`config.mk`:
```
export PLATFORM = sky130hd
export DESIGN_NAME = fp_normalize_round_flat
export DESIGN_NICKNAME = d
export VERILOG_FILES = /design/src/rtl/fp_normalize_round_if.sv /design/src/rtl/fp_normalize_round.sv /design/src/flat_wrapper.sv
export SDC_FILE = /design/constraint.sdc
export NUM_CORES = 1
export LEC_CHECK = 0
export CORE_UTILIZATION = 35
export CTS_CLUSTER_DIAMETER = 120
export DETAILED_ROUTE_END_ITERATION = 8
export SLEW_MARGIN = 25
export SYNTH_ARGS = -nofsm -noshare
export SYNTH_HDL_FRONTEND = slang
export SYNTH_SLANG_ARGS = --single-unit
export TNS_END_PERCENT = 10
```
`constraint.sdc`:
```
create_clock -name clk -period 3.13 [get_ports clk]
set_input_delay 0.626 -clock clk [delete_from_list [all_inputs] [get_ports clk]]
set_output_delay 0.626 -clock clk [all_outputs]
set_load 0.1 [all_outputs]
```
`src/rtl/fp_normalize_round_if.sv`:
```
// Handshake and payload bundle between the FP adder ALU stage, the normalize/round stage and its consumer.
// NORM_FLAGS_EN adds the {overflow, underflow, inexact} flags signal.
interface fp_normalize_round_if #(
  parameter int unsigned EXP_W  = 8,
  parameter int unsigned FRAC_W = 23
);
  logic                    in_valid;
  logic                    in_ready;
  logic                    signIn;
  logic [EXP_W-1:0]        exponentIn;
  logic                    carryIn;
  logic [FRAC_W:0]         mantissaIn;
  logic                    guardIn;
  logic                    roundIn;
  logic                    stickyIn;
  logic                    out_valid;
  logic                    out_ready;
  logic [EXP_W+FRAC_W:0]   result;
`ifdef NORM_FLAGS_EN
  logic [2:0]              flags;

  modport master (
    output in_valid, signIn, exponentIn, carryIn, mantissaIn,
           guardIn, roundIn, stickyIn, out_ready,
    input  in_ready, out_valid, result, flags
  );

  modport slave (
    input  in_valid, signIn, exponentIn, carryIn, mantissaIn,
           guardIn, roundIn, stickyIn, out_ready,
    output in_ready, out_valid, result, flags
  );
`else
  modport master (
    output in_valid, signIn, exponentIn, carryIn, mantissaIn,
           guardIn, roundIn, stickyIn, out_ready,
    input  in_ready, out_valid, result
  );

  modport slave (
    input  in_valid, signIn, exponentIn, carryIn, mantissaIn,
           guardIn, roundIn, stickyIn, out_ready,
    output in_ready, out_valid, result
  );
`endif
endinterface

```
`src/rtl/fp_normalize_round.sv`:
```
// Post-ALU stage of the FP adder: iterative one-bit-per-cycle normalization, round-to-nearest-even, IEEE pack.
// Optional macro NORM_FLAGS_EN enables the {overflow, underflow, inexact} flags output.
module fp_normalize_round #(
  parameter int unsigned EXP_W  = 8,
  parameter int unsigned FRAC_W = 23
) (
  input logic               clk,
  input logic               rst,
  fp_normalize_round_if.slave bus_if
);

  localparam int unsigned MANT_W = FRAC_W + 1;
  localparam int unsigned SUM_W  = MANT_W + 1;
  localparam int unsigned EXPX_W = EXP_W + 1;
  localparam int unsigned RES_W  = 1 + EXP_W + FRAC_W;
  localparam logic [EXP_W-1:0] EXP_ONES = '1;

  typedef enum logic [1:0] {
    ST_IDLE  = 2'd0,
    ST_NORM  = 2'd1,
    ST_ROUND = 2'd2,
    ST_DONE  = 2'd3
  } state_e;

  state_e              state_q;
  logic                sign_q;
  logic [EXP_W-1:0]    exp_q;
  logic                carry_q;
  logic [MANT_W-1:0]   mant_q;
  logic                g_q;
  logic                r_q;
  logic                s_q;
  logic [RES_W-1:0]    result_q;
  logic                out_valid_q;
  logic                in_ready_q;
`ifdef NORM_FLAGS_EN
  logic [2:0]          flags_q;
`endif

  logic                round_up;
  logic [SUM_W-1:0]    mant_sum;
  logic [MANT_W-1:0]   mant_rnd;
  logic [EXPX_W-1:0]   exp_rnd;
  logic                rnd_inf;

  // Round-to-nearest-even on the normalized operand, with renormalization on mantissa overflow.
  always_comb begin
    round_up = g_q & (r_q | s_q | mant_q[0]);
    mant_sum = {1'b0, mant_q} + SUM_W'(round_up);
    mant_rnd = mant_sum[MANT_W-1:0];
    exp_rnd  = {1'b0, exp_q};
    if (mant_sum[MANT_W]) begin
      mant_rnd = mant_sum[MANT_W:1];
      exp_rnd  = exp_rnd + EXPX_W'(1);
    end
    rnd_inf = (exp_rnd >= {1'b0, EXP_ONES});
  end

  always_ff @(posedge clk or posedge rst) begin
    if (rst) begin
      state_q     <= ST_IDLE;
      sign_q      <= 1'b0;
      exp_q       <= '0;
      carry_q     <= 1'b0;
      mant_q      <= '0;
      g_q         <= 1'b0;
      r_q         <= 1'b0;
      s_q         <= 1'b0;
      result_q    <= '0;
      out_valid_q <= 1'b0;
      in_ready_q  <= 1'b1;
`ifdef NORM_FLAGS_EN
      flags_q     <= '0;
`endif
    end else begin
      case (state_q)
        ST_IDLE: begin
          if (bus_if.in_valid) begin
            sign_q     <= bus_if.signIn;
            exp_q      <= bus_if.exponentIn;
            carry_q    <= bus_if.carryIn;
            mant_q     <= bus_if.mantissaIn;
            g_q        <= bus_if.guardIn;
            r_q        <= bus_if.roundIn;
            s_q        <= bus_if.stickyIn;
            in_ready_q <= 1'b0;
            if (bus_if.exponentIn == EXP_ONES) begin
              // Inf/NaN: payload passes straight through
              result_q    <= {bus_if.signIn, EXP_ONES, bus_if.mantissaIn[FRAC_W-1:0]};
              out_valid_q <= 1'b1;
              state_q     <= ST_DONE;
`ifdef NORM_FLAGS_EN
              flags_q     <= '0;
`endif
            end else begin
              state_q <= ST_NORM;
            end
          end
        end

        ST_NORM: begin
          if (carry_q) begin
            {carry_q, mant_q, g_q, r_q} <= {1'b0, carry_q, mant_q, g_q};
            s_q     <= s_q | r_q;
            exp_q   <= exp_q + EXP_W'(1);
            state_q <= ST_ROUND;
          end else if (mant_q[MANT_W-1]) begin
            state_q <= ST_ROUND;
          end else if (~|{mant_q, g_q, r_q, s_q}) begin
            result_q    <= '0;
            out_valid_q <= 1'b1;
            state_q     <= ST_DONE;
`ifdef NORM_FLAGS_EN
            flags_q     <= '0;
`endif
          end else begin
            {mant_q, g_q, r_q} <= {mant_q[FRAC_W-1:0], g_q, r_q, 1'b0};
            exp_q <= exp_q - EXP_W'(1);
            // Exponent reaching zero flushes; the operand is known nonzero here
            if (exp_q == EXP_W'(1)) begin
              result_q    <= {sign_q, (RES_W-1)'(0)};
              out_valid_q <= 1'b1;
              state_q     <= ST_DONE;
`ifdef NORM_FLAGS_EN
              flags_q     <= 3'b011;
`endif
            end
          end
        end

        ST_ROUND: begin
          mant_q <= mant_rnd;
          exp_q  <= exp_rnd[EXP_W-1:0];
          if (rnd_inf) begin
            result_q <= {sign_q, EXP_ONES, FRAC_W'(0)};
          end else begin
            result_q <= {sign_q, exp_rnd[EXP_W-1:0], mant_rnd[FRAC_W-1:0]};
          end
`ifdef NORM_FLAGS_EN
          flags_q <= {rnd_inf, 1'b0, g_q | r_q | s_q};
`endif
          out_valid_q <= 1'b1;
          state_q     <= ST_DONE;
        end

        ST_DONE: begin
          if (bus_if.out_ready) begin
            out_valid_q <= 1'b0;
            in_ready_q  <= 1'b1;
            state_q     <= ST_IDLE;
          end
        end

        default: state_q <= ST_IDLE;
      endcase
    end
  end

  assign bus_if.in_ready  = in_ready_q;
  assign bus_if.out_valid = out_valid_q;
  assign bus_if.result    = result_q;
`ifdef NORM_FLAGS_EN
  assign bus_if.flags     = flags_q;
`endif

endmodule
```
`src/flat_wrapper.sv`:
```
// flat-port wrapper written by rule: the top's interface ports become plain ports
module fp_normalize_round_flat 
#(
  parameter int unsigned EXP_W  = 8,
  parameter int unsigned FRAC_W = 23
)
  (clk, rst, bus_if_in_valid, bus_if_signIn, bus_if_exponentIn, bus_if_carryIn, bus_if_mantissaIn, bus_if_guardIn, bus_if_roundIn, bus_if_stickyIn, bus_if_out_ready, bus_if_in_ready, bus_if_out_valid, bus_if_result);
  fp_normalize_round_if #(.EXP_W(EXP_W), .FRAC_W(FRAC_W)) bus_if_i ();
  input logic clk;
  input logic rst;
  input wire logic [$bits(bus_if_i.in_valid)-1:0] bus_if_in_valid;
  input wire logic [$bits(bus_if_i.signIn)-1:0] bus_if_signIn;
  input wire logic [$bits(bus_if_i.exponentIn)-1:0] bus_if_exponentIn;
  input wire logic [$bits(bus_if_i.carryIn)-1:0] bus_if_carryIn;
  input wire logic [$bits(bus_if_i.mantissaIn)-1:0] bus_if_mantissaIn;
  input wire logic [$bits(bus_if_i.guardIn)-1:0] bus_if_guardIn;
  input wire logic [$bits(bus_if_i.roundIn)-1:0] bus_if_roundIn;
  input wire logic [$bits(bus_if_i.stickyIn)-1:0] bus_if_stickyIn;
  input wire logic [$bits(bus_if_i.out_ready)-1:0] bus_if_out_ready;
  output wire logic [$bits(bus_if_i.in_ready)-1:0] bus_if_in_ready;
  output wire logic [$bits(bus_if_i.out_valid)-1:0] bus_if_out_valid;
  output wire logic [$bits(bus_if_i.result)-1:0] bus_if_result;
  assign bus_if_i.in_valid = bus_if_in_valid;
  assign bus_if_i.signIn = bus_if_signIn;
  assign bus_if_i.exponentIn = bus_if_exponentIn;
  assign bus_if_i.carryIn = bus_if_carryIn;
  assign bus_if_i.mantissaIn = bus_if_mantissaIn;
  assign bus_if_i.guardIn = bus_if_guardIn;
  assign bus_if_i.roundIn = bus_if_roundIn;
  assign bus_if_i.stickyIn = bus_if_stickyIn;
  assign bus_if_i.out_ready = bus_if_out_ready;
  assign bus_if_in_ready = bus_if_i.in_ready;
  assign bus_if_out_valid = bus_if_i.out_valid;
  assign bus_if_result = bus_if_i.result;
  fp_normalize_round #(.EXP_W(EXP_W), .FRAC_W(FRAC_W)) u_core (.clk(clk), .rst(rst), .bus_if(bus_if_i));
endmodule
```
[Word-level counts from Yosys, hierarchy flattened]
Index checks and enable logic that the tools add are counted.
Word-level totals
  flip-flop bits (word level): 73
  bits of input ports: 41
  output and inout port bits: 34
  logic and storage cells: 104
Cells by class
  add/sub/neg operators: 4
  $lt $le $gt $ge: 1
  eq/ne operators: 15
  mux-type cells: 54
  bitwise logic cells: 3
  reductions and logical operators: 15
Operators by type and width (number)
  32-bit 2-to-1 mux: 6
  24-bit 2-to-1 mux: 5
  32-bit one-hot mux with 3 select lines: 1
  24-bit one-hot mux with 3 select lines: 1
  8-bit 2-to-1 mux: 4
  31-bit 2-to-1 mux: 1
  27-bit OR reduction: 1
  24-bit by 1-bit adder with 25-bit output: 1
  8-bit one-hot mux with 3 select lines: 1
  1-bit 2-to-1 mux: 20
  2-bit 2-to-1 mux: 7
  6-bit AND reduction: 2
  1-bit one-hot mux with 2 select lines: 5
  8-bit by 1-bit adder with 9-bit output, second input constant: 1
  9-bit by 8-bit greater-or-equal comparator with 1-bit output, second input constant: 1
  9-bit 2-to-1 mux: 1
  3-bit AND reduction: 3
  8-bit by 1-bit adder with 8-bit output, second input constant: 1
  8-bit by 1-bit equality test with 1-bit output, second input constant: 1
  8-bit equality test, second input constant: 1
  2-bit inequality test, second input constant: 4
  2-bit one-hot mux with 4 select lines: 1
  4-bit AND reduction: 2
  8-bit by 1-bit subtractor with 8-bit output, second input constant: 1
  14 further kinds: 20

[Longest topological paths before layout]
Gate-level depths: netlist of run 1.
  word-level depth: 8
  depth in mapped cells: 12
  depth with buffers taken out: 8

[Worst setup path before layout of run 1]
No wires, ideal clock.
  path kind: reg2reg
  start point: register u_core.mant_q[0]
  end point: register u_core.result_q[0] (netlist: u_core.bus_if.result[0])
  setup time: 0.131 ns
  data arrival time: 2.696 ns
  required time: 2.999 ns
  path slack: 0.302 ns
  stages on the path, launching flop included: 13
  buffers on the path: 4
  period minus slack after synthesis: 2.828 ns
  path through: dfrtp_1 -> clkbuf_1 -> and2_1 -> ha_1 -> nand4_4 -> or4_4 -> buf_6 -> a2111o_1 -> o211ai_2 -> and3_1 -> buf_6 -> buf_12 -> o31ai_2
Between the ends
  cells in the longest elaborated chain, start to end: 7
  elaborated cells between the ends (all ways): 14
  those cells by class: add/sub: 1; order compare: 1; eq/ne: 1; mux: 7; bitwise: 2; reduce/logical: 2
Ends and longest elaborated chain
  start: declaration: RTL line fp_normalize_round.sv:29  | logic [MANT_W-1:0] mant_q;
  start signal: assignment: RTL line fp_normalize_round.sv:82  | mant_q <= bus_if.mantissaIn;
  start signal: assignment: RTL line fp_normalize_round.sv:103  | {carry_q, mant_q, g_q, r_q} <= {1'b0, carry_q, mant_q, g_q};
  start signal: assignment: RTL line fp_normalize_round.sv:117  | {mant_q, g_q, r_q} <= {mant_q[FRAC_W-1:0], g_q, r_q, 1'b0};
  1-bit OR: RTL line fp_normalize_round.sv:48  | round_up = g_q & (r_q | s_q | mant_q[0]);
  1-bit AND: RTL line fp_normalize_round.sv:48
  24-bit by 1-bit adder with 25-bit output: RTL line fp_normalize_round.sv:49  | mant_sum = {1'b0, mant_q} + SUM_W'(round_up);
  9-bit 2-to-1 mux: RTL line fp_normalize_round.sv:52  | if (mant_sum[MANT_W]) begin
  9-bit by 8-bit greater-or-equal comparator with 1-bit output: RTL line fp_normalize_round.sv:56  | rnd_inf = (exp_rnd >= {1'b0, EXP_ONES});
  31-bit 2-to-1 mux: RTL line fp_normalize_round.sv:134  | if (rnd_inf) begin
  32-bit one-hot mux with 3 select lines: RTL line fp_normalize_round.sv:76  | case (state_q)
  end signal: assignment: RTL line fp_normalize_round.sv:89  | result_q <= {bus_if.signIn, EXP_ONES, bus_if.mantissaIn[FRAC_W-1:0]};
  end signal: assignment: RTL line fp_normalize_round.sv:135  | result_q <= {sign_q, EXP_ONES, FRAC_W'(0)};
  end signal: assignment: RTL line fp_normalize_round.sv:137  | result_q <= {sign_q, exp_rnd[EXP_W-1:0], mant_rnd[FRAC_W-1:0]};
  end: declaration: RTL line fp_normalize_round.sv:33  | logic [RES_W-1:0] result_q;
Several ways; a longest one is shown, not always the timed one. The select of a mux whose other input is x is not followed.
A chain may end at the register's enable or synchronous reset.

[Worst setup path after layout of run 1]
  start point: register u_core.g_q
  end point: register u_core.result_q[12] (netlist: u_core.bus_if.result[12])
Between the ends
  cells in the longest elaborated chain, start to end: 6
  elaborated cells between the ends (all ways): 13
  those cells by class: add/sub: 1; order compare: 1; eq/ne: 1; mux: 7; bitwise: 1; reduce/logical: 2
Ends and longest elaborated chain
  start: declaration: RTL line fp_normalize_round.sv:30  | logic g_q;
  start signal: assignment: RTL line fp_normalize_round.sv:83  | g_q <= bus_if.guardIn;
  start signal: assignment: RTL line fp_normalize_round.sv:103
  start signal: assignment: RTL line fp_normalize_round.sv:117
  1-bit AND: RTL line fp_normalize_round.sv:48
  24-bit by 1-bit adder with 25-bit output: RTL line fp_normalize_round.sv:49
  9-bit 2-to-1 mux: RTL line fp_normalize_round.sv:52
  9-bit by 8-bit greater-or-equal comparator with 1-bit output: RTL line fp_normalize_round.sv:56
  31-bit 2-to-1 mux: RTL line fp_normalize_round.sv:134
  32-bit one-hot mux with 3 select lines: RTL line fp_normalize_round.sv:76
Several ways; a longest one is shown, not always the timed one. The select of a mux whose other input is x is not followed.

==> key figures, run 1 <==
Run status
  – Outcome: finished, final reports clean

Setup path
  – Reg2Reg Depth: 9
  – Worst Path Max Fanout: 10
  – Arrival time worst endpoint: roughly 3.2 ns
  – WP buf/inv: 1
  – Crit-path cells: and2_1 -> ha_1 -> nand4_4 -> or4_4 -> a2111o_1 -> o211ai_2 -> and3_1 -> buf_4 -> o31ai_1
  – Worst EP required: 3.34 ns
  – Crit path kind: flop to flop
  – Crit end category: flop
  – Top delay family on crit path: simple AND/OR/NAND/NOR gates
  – CP peak stage delay: 0.67 ns
  – Crit-path slowest cell: or4_4
  – Worst setup SP type: flop
  – Crit path depth: 9

Final layout
  – Area Growth Syn to Fin: 18.7%
  – # diodes: 0
  – Most frequent cells in the layout: nand2_1, dfrtp_1, nor2_1, buf_4, clkdlybuf4s50_1
  – Ratio of cells with drive above 1 in the final layout: 0.165
  – Commonest non-fill, non-tap cell in the layout: nand2_1
  – Final std cells w/o fill: roughly 940
  – Nets: roughly 770
  – Number of fill cells: around 1600

STA
  – Final min period: 3.02 ns
  – Final Skew: 0.00566 ns
  – Slew Limit Fails: 0
  – RSZ-0062 raised after global routing: no
  – Slew HR: 0.334
  – Hold Fails Final Rpt: 0
  – Max Freq: 331 MHz
  – Tightest Pin Transition: 0.992 ns
  – Setup-failing EPs final: 0
  – Setup TNS: 0 ns
  – Tcrit/Tclk final: 0.965

Synth
  – Post-Syn Area: 5680 sq um
  – Post-synth EDFFs: 0
  – Ys flop type: dfrtp_1
  – Synthesized instance count: 672
  – Mean Syn Cell Area: about 8.4 sq um
  – Synth cell types: 74
  – Net Count, Synth: 722
  – Post-synth ARST share: 1.00
  – Register area share after synthesis: 0.322
  – Synth Register Bits: between 70 and 80
  – Yosys warnings: 0

Min path
  – Min-delay worst type: flop to flop
  – Hold depth: 1

Floorplan
  – Core box area: 15900 sq um
  – Die Ht: 129 um
  – Ports: 75
  – Initial Util: 0.357
  – Die area: 16700 sq um
  – Die width: between 100 and 150 um
  – Num rows: 46

Clock tree
  – Total CTS buffers: 9
  – Clock slew at reported path FFs: 0.06 ns
  – Post-CTS setup buffers: 0
  – CTS H-tree depth: 3
  – Clock sinks: 73
  – Clk root buf: clkbuf_16
  – Clock buffer depth: 2
  – Post-CTS resize count: 0
  – Worst skew pair latency: 0.35 ns
  – CTS tree: built
  – Hold Buf Count CTS: 0

Place
  – Dpl hpwl: 12100 um
  – GP Congestion: 0.884
  – Placed insts: 921
  – PortBufs: 74

Route
  – Iteration-0 DRC Markers: 418
  – Post-Route WL: 17000 um
  – DR top layer: met4
  – Avg Vias per Cell: between 5 and 6
  – Drt drc: 0
  – Routed wl met2: 7810 um
  – WL per Instance: ~18 um
  – Wl on met1: 7980 um
  – Via count: between 5000 and 6000
  – Post-DRT Antenna Nets: 0
  – 1st-pass router iterations: 7
  – Wire length on met3: 903 um

Flow run
  – Max cap viols: 0

Global routing
  – All-Layer GR Usage: 0.211
  – Largest net degree at the start of global routing: 95
  – Vias in the first global route: a little over 5000
  – Overflow after GRT: 0
  – First-pass GRT wire length: 27400 um
  – Antenna violations before repair: 0
-- cell usage after synthesis, drive strengths merged, types with 2 or more instances --
cell / n / area share
o2111ai: 2 / 0.0031
mux2: 4 / 0.0079
a221o: 2 / 0.0035
or4: 2 / 0.0033
xnor2: 16 / 0.025
a21oi: 15 / 0.013
and2: 6 / 0.0066
or2: 2 / 0.0022
nand2: 98 / 0.065
nor3: 10 / 0.0097
buf: 36 / 0.050
and3: 7 / 0.0077
nor2b: 25 / 0.028
clkbuf: 29 / 0.019
o221a: 2 / 0.0040
a31oi: 7 / 0.0077
a221oi: 11 / 0.017
mux2i: 28 / 0.049
nor2: 57 / 0.041
nand4: 27 / 0.036
and4: 5 / 0.0077
a21o: 6 / 0.0079
or3: 5 / 0.0064
o31a: 2 / 0.0031
dfrtp: 72 / 0.32
nand2b: 3 / 0.0033
ha: 9 / 0.020
inv: 13 / 0.0086
nor4: 11 / 0.013
a211oi: 7 / 0.0093
a22o: 8 / 0.012
o21a: 5 / 0.0068
o22ai: 6 / 0.0066
a21boi: 2 / 0.0026
o21ai: 42 / 0.044
xor2: 8 / 0.012
o211ai: 5 / 0.0099
o31ai: 36 / 0.056
a41o: 3 / 0.0053
nand3: 24 / 0.022
-- sequential cells by signal, summed over array words and instances (netlist names), 2 cells and up --
signal / count
u_core.state_q: 2
u_core.mant_q: 24
u_core.bus_if.result: 32
u_core.exp_q: 8
-- path summary, 6_finish.rpt --
kind / from / to / slack, ns
worst min-delay path: u_core.bus_if.result[27] / u_core.bus_if.result[27] / 0.48
worst max-delay path: u_core.g_q / u_core.bus_if.result[12] / 0.11
worst max register to register: u_core.g_q / u_core.bus_if.result[12] / 0.11
max in group asynchronous: rst / u_core.mant_q[19] / 1.99
worst min register to register: u_core.bus_if.result[27] / u_core.bus_if.result[27] / 0.48
min in group asynchronous: rst / u_core.mant_q[3] / 0.73
-- cell families after synthesis --
logic type / count (synthesis) / share of synthesized area
simple gates: 286 / 0.260
compound gates: 169 / 0.226
buf+inv: 79 / 0.0785
flops: 73 / 0.322
mux: 32 / 0.0573
xor+xnor: 24 / 0.0370
fa+ha+maj: 9 / 0.0198
-- worst reg2reg max path, cell delays in order (launching register included) --
cell and delay (ns):
dfrtp_1 0.47, and2_1 0.20, ha_1 0.27, nand4_4 0.15
or4_4 0.67, a2111o_1 0.44, o211ai_2 0.07, and3_1 0.27
buf_4 0.24, o31ai_1 0.10
-- per-stage QoR --
stage	setup slack, ns	cell area [sq um]	hold WS [ns]	utilization
after floorplan	0.302	5680	0.480	-
after global placement	0.220	6430	0.468	0.405
after detailed placement	0.151	6430	0.469	0.405
after CTS	0.135	6740	0.483	0.424
after global routing	0.000738	6740	0.513	0.424
final	0.111	6740	0.479	0.424
-- layout make-up --
class | count | area, sq um | area share
repair buffers | 98 | 873 | 0.130
inverters | 14 | 52.6 | 0.00780
multi-input cells | 520 | 3410 | 0.505
well taps | 216 | 270 | 0.0401
clock buffers | 12 | 256 | 0.0381
clock inverters | 4 | 51.3 | 0.00761
flip-flops and latches | 73 | 1830 | 0.271
-- routing by layer --
layer  vias up  GRT usage
li1       2535          -
met1      2571      0.289
met2       160      0.329
met3        24     0.0322
met4         0     0.0927
met5         -          0
Power of run 1 is not shown: default switching activity piles up to over one toggle a cycle in this logic, so the estimate is an artifact.
==> run 2: changes to the inputs <==
--- a/config.mk
+++ b/config.mk
@@ -6,8 +6,9 @@
 export NUM_CORES = 1
 export LEC_CHECK = 0
 export CORE_UTILIZATION = 35
-export CTS_CLUSTER_DIAMETER = 120
+export CTS_CLUSTER_DIAMETER = 150
 export DETAILED_ROUTE_END_ITERATION = 8
+export GPL_TIMING_DRIVEN = 0
 export SLEW_MARGIN = 25
 export SYNTH_ARGS = -nofsm -noshare
 export SYNTH_HDL_FRONTEND = slang
==> run 2 against run 1 <==
Compared with the run above: register-to-register slack is essentially flat; via count grew 7.8%; fmax shrank 0.34%; flip-flop and latch count did not move; die area did not move; core utilization up 2.3 points; wire length is 22% higher; count of clock-buffer cells in the layout shrank 2; critical endpoint is now u_core.mant_q[1]; highest routed layer unchanged.
==> key figures, run 2 (synthesis gave the netlist of run 1 again) <==
Run status
  – Outcome: finished, final reports clean (unchanged)

Floorplan
  – Die width: 129 um (unchanged)
  – Num rows: 46 (unchanged)
  – Die Ht: 129 um (unchanged)
  – Core box area: 15900 sq um (unchanged)
  – Die area: 16700 sq um (unchanged)
  – Initial Util: 0.357 (unchanged)
  – Ports: 75 (unchanged)

Flow run
  – Max cap viols: 0 (unchanged)

Setup path
  – Reg2Reg Depth: 9 (unchanged)
  – Setup crit start: u_core.state_q[1] (was u_core.g_q)
  – Worst reg2reg endpoint: u_core.mant_q[1] (was u_core.bus_if.result[12])
  – Crit path to: u_core.mant_q[1] (was u_core.bus_if.result[12])
  – R2R setup slack: 0.10 ns (was 0.11 ns)
  – Crit end category: flop (unchanged)
  – Worst setup SP type: flop (unchanged)
  – Reg-to-Reg Start: u_core.state_q[1] (was u_core.g_q)
  – Worst Path Max Fanout: 10 (unchanged)
  – Arrival time worst endpoint: 3.27 ns (was 3.23 ns)
  – Crit path kind: flop to flop (unchanged)
  – Worst EP required: 3.37 ns (was 3.34 ns)

STA
  – Max Freq: 330 MHz (was 331 MHz)
  – PnR worst setup slack: 0.101 ns (was 0.111 ns)
  – Tightest Pin Transition: 0.973 ns (was 0.992 ns)
  – Hold Fails Final Rpt: 0 (unchanged)
  – Final Skew: 0.0104 ns (was 0.00566 ns)
  – Slew HR: 0.349 (was 0.334)
  – Slew Limit Fails: 0 (unchanged)
  – Final min period: 3.03 ns (was 3.02 ns)
  – RSZ-0062 raised after global routing: yes (was no)
  – Setup-failing EPs final: 0 (unchanged)
  – Tcrit/Tclk final: 0.968 (was 0.965)

Final layout
  – Max reg flops: 32 (unchanged)
  – Commonest non-fill, non-tap cell in the layout: nand2_1 (unchanged)
  – # diodes: 0 (unchanged)
  – Area Growth Syn to Fin: 25.1% (was 18.7%)
  – Nets: 807 (was 766)
  – Ratio of cells with drive above 1 in the final layout: 0.138 (was 0.165)
  – Most frequent cells in the layout: nand2_1, clkdlybuf4s50_1, dfrtp_1, nor2_1, mux2i_1 (was nand2_1, dfrtp_1, nor2_1, buf_4, clkdlybuf4s50_1)

Route
  – DR top layer: met4 (unchanged)
  – Routed wl met2: 9630 um (was 7810 um)
  – Post-DRT Antenna Nets: 0 (unchanged)
  – Drt drc: 0 (unchanged)
  – Post-Route WL: 20700 um (was 17000 um)
  – Wl on met1: 9410 um (was 7980 um)
  – WL per Instance: 21.2 um (was 18.2 um)
  – Avg Vias per Cell: 5.83 (was 5.65)
  – Wire length on met3: 1230 um (was 903 um)
  – Via count: 5702 (was 5290)
  – 1st-pass router iterations: 5 (was 7)
  – Iteration-0 DRC Markers: 510 (was 418)

Clock tree
  – Clock buffer depth: 2 (unchanged)
  – Total CTS buffers: 9 (unchanged)
  – Clock slew at reported path FFs: 0.06 ns (about the same)
  – Worst skew pair latency: 0.35 ns (about the same)
  – Clk root buf: clkbuf_16 (unchanged)
  – Clock sinks: 73 (unchanged)
  – CTS H-tree depth: 3 (unchanged)
  – Hold Buf Count CTS: 0 (unchanged)
  – CTS tree: built (unchanged)

Place
  – PortBufs: 74 (unchanged)
  – GP Congestion: 0.916 (was 0.884)
  – Dpl ws: -0.418 ns (was 0.151 ns)
  – Dpl hpwl: 15300 um (was 12100 um)

Global routing
  – Overflow after GRT: 0 (unchanged)
  – Antenna violations before repair: 0 (unchanged)
  – Largest net degree at the start of global routing: 39 (was 95)
  – First-pass GRT wire length: 32800 um (was 27400 um)
  – All-Layer GR Usage: 0.262 (was 0.211)
  – Vias in the first global route: 5633 (was 5191)

Min path
  – Min-delay worst type: flop to flop (unchanged)
-- run 2: worst max-delay path: stages, from the launching register on --
cell and delay (ns):
dfrtp_1 0.41, inv_1 0.14, ha_1 0.25, inv_1 0.10, nor3_4 0.44, o21a_1 0.18, clkbuf_1 0.55, buf_2 0.43
a221oi_1 0.14, o31ai_1 0.29
-- run 2: routing by layer --
layer / up-vias / global-route usage
li1: 2619 / -
met2: 225 / 0.411
met1: 2826 / 0.364
met4: 0 / 0.106
met3: 32 / 0.0326
met5: - / 0
-- run 2: area by class of cell --
class	instances	area, sq um
inverters	14	55.1
clock buffers	10	239
plain buffers	64	392
fillers	1593	8790
clock inverters	6	114
multi-input cells	520	3440
flip-flops and latches	73	1830
repair buffers	75	761
well taps	216	270
-- run 2: how the worst min path moves through the flow --
stage | from | to | slack (ns) | cells past startpoint
floorplan | u_core.sign_q | u_core.sign_q | 0.48 | 1
global placement | u_core.bus_if.result[28] | u_core.bus_if.result[28] | 0.47 | 1
detailed placement | u_core.bus_if.result[28] | u_core.bus_if.result[28] | 0.48 | 1
CTS | u_core.bus_if.result[28] | u_core.bus_if.result[28] | 0.49 | 1
global route | u_core.bus_if.result[28] | u_core.bus_if.result[28] | 0.52 | 1
finish | u_core.bus_if.result[28] | u_core.bus_if.result[28] | 0.49 | 1
-- run 2: timing repair --
| item | 4_1_cts | 5_1_grt |
|---|---|---|
| hold endpoints to repair | 0 | 0 |
| endpoints found under the setup margin | 36 | 49 |
| gates resized for setup | 3 | 8 |
| buffers inserted | 0 | 0 |
-- run 2: metrics by stage --
stage / instance area (sq um) / hold WS (ns) / instances / setup TNS, ns / util
finish: 7100 / 0.486 / 978 / 0 / 0.447
floorplan: 5680 / 0.480 / 672 / 0 / -
global route: 7100 / 0.519 / 978 / -0.00417 / 0.447
CTS: 7070 / 0.493 / 978 / 0 / 0.445
global placement: 6690 / 0.469 / 962 / -63.49 / 0.421
detailed placement: 6710 / 0.479 / 963 / -5.22 / 0.422
Power of run 2 is left out for the same reason.
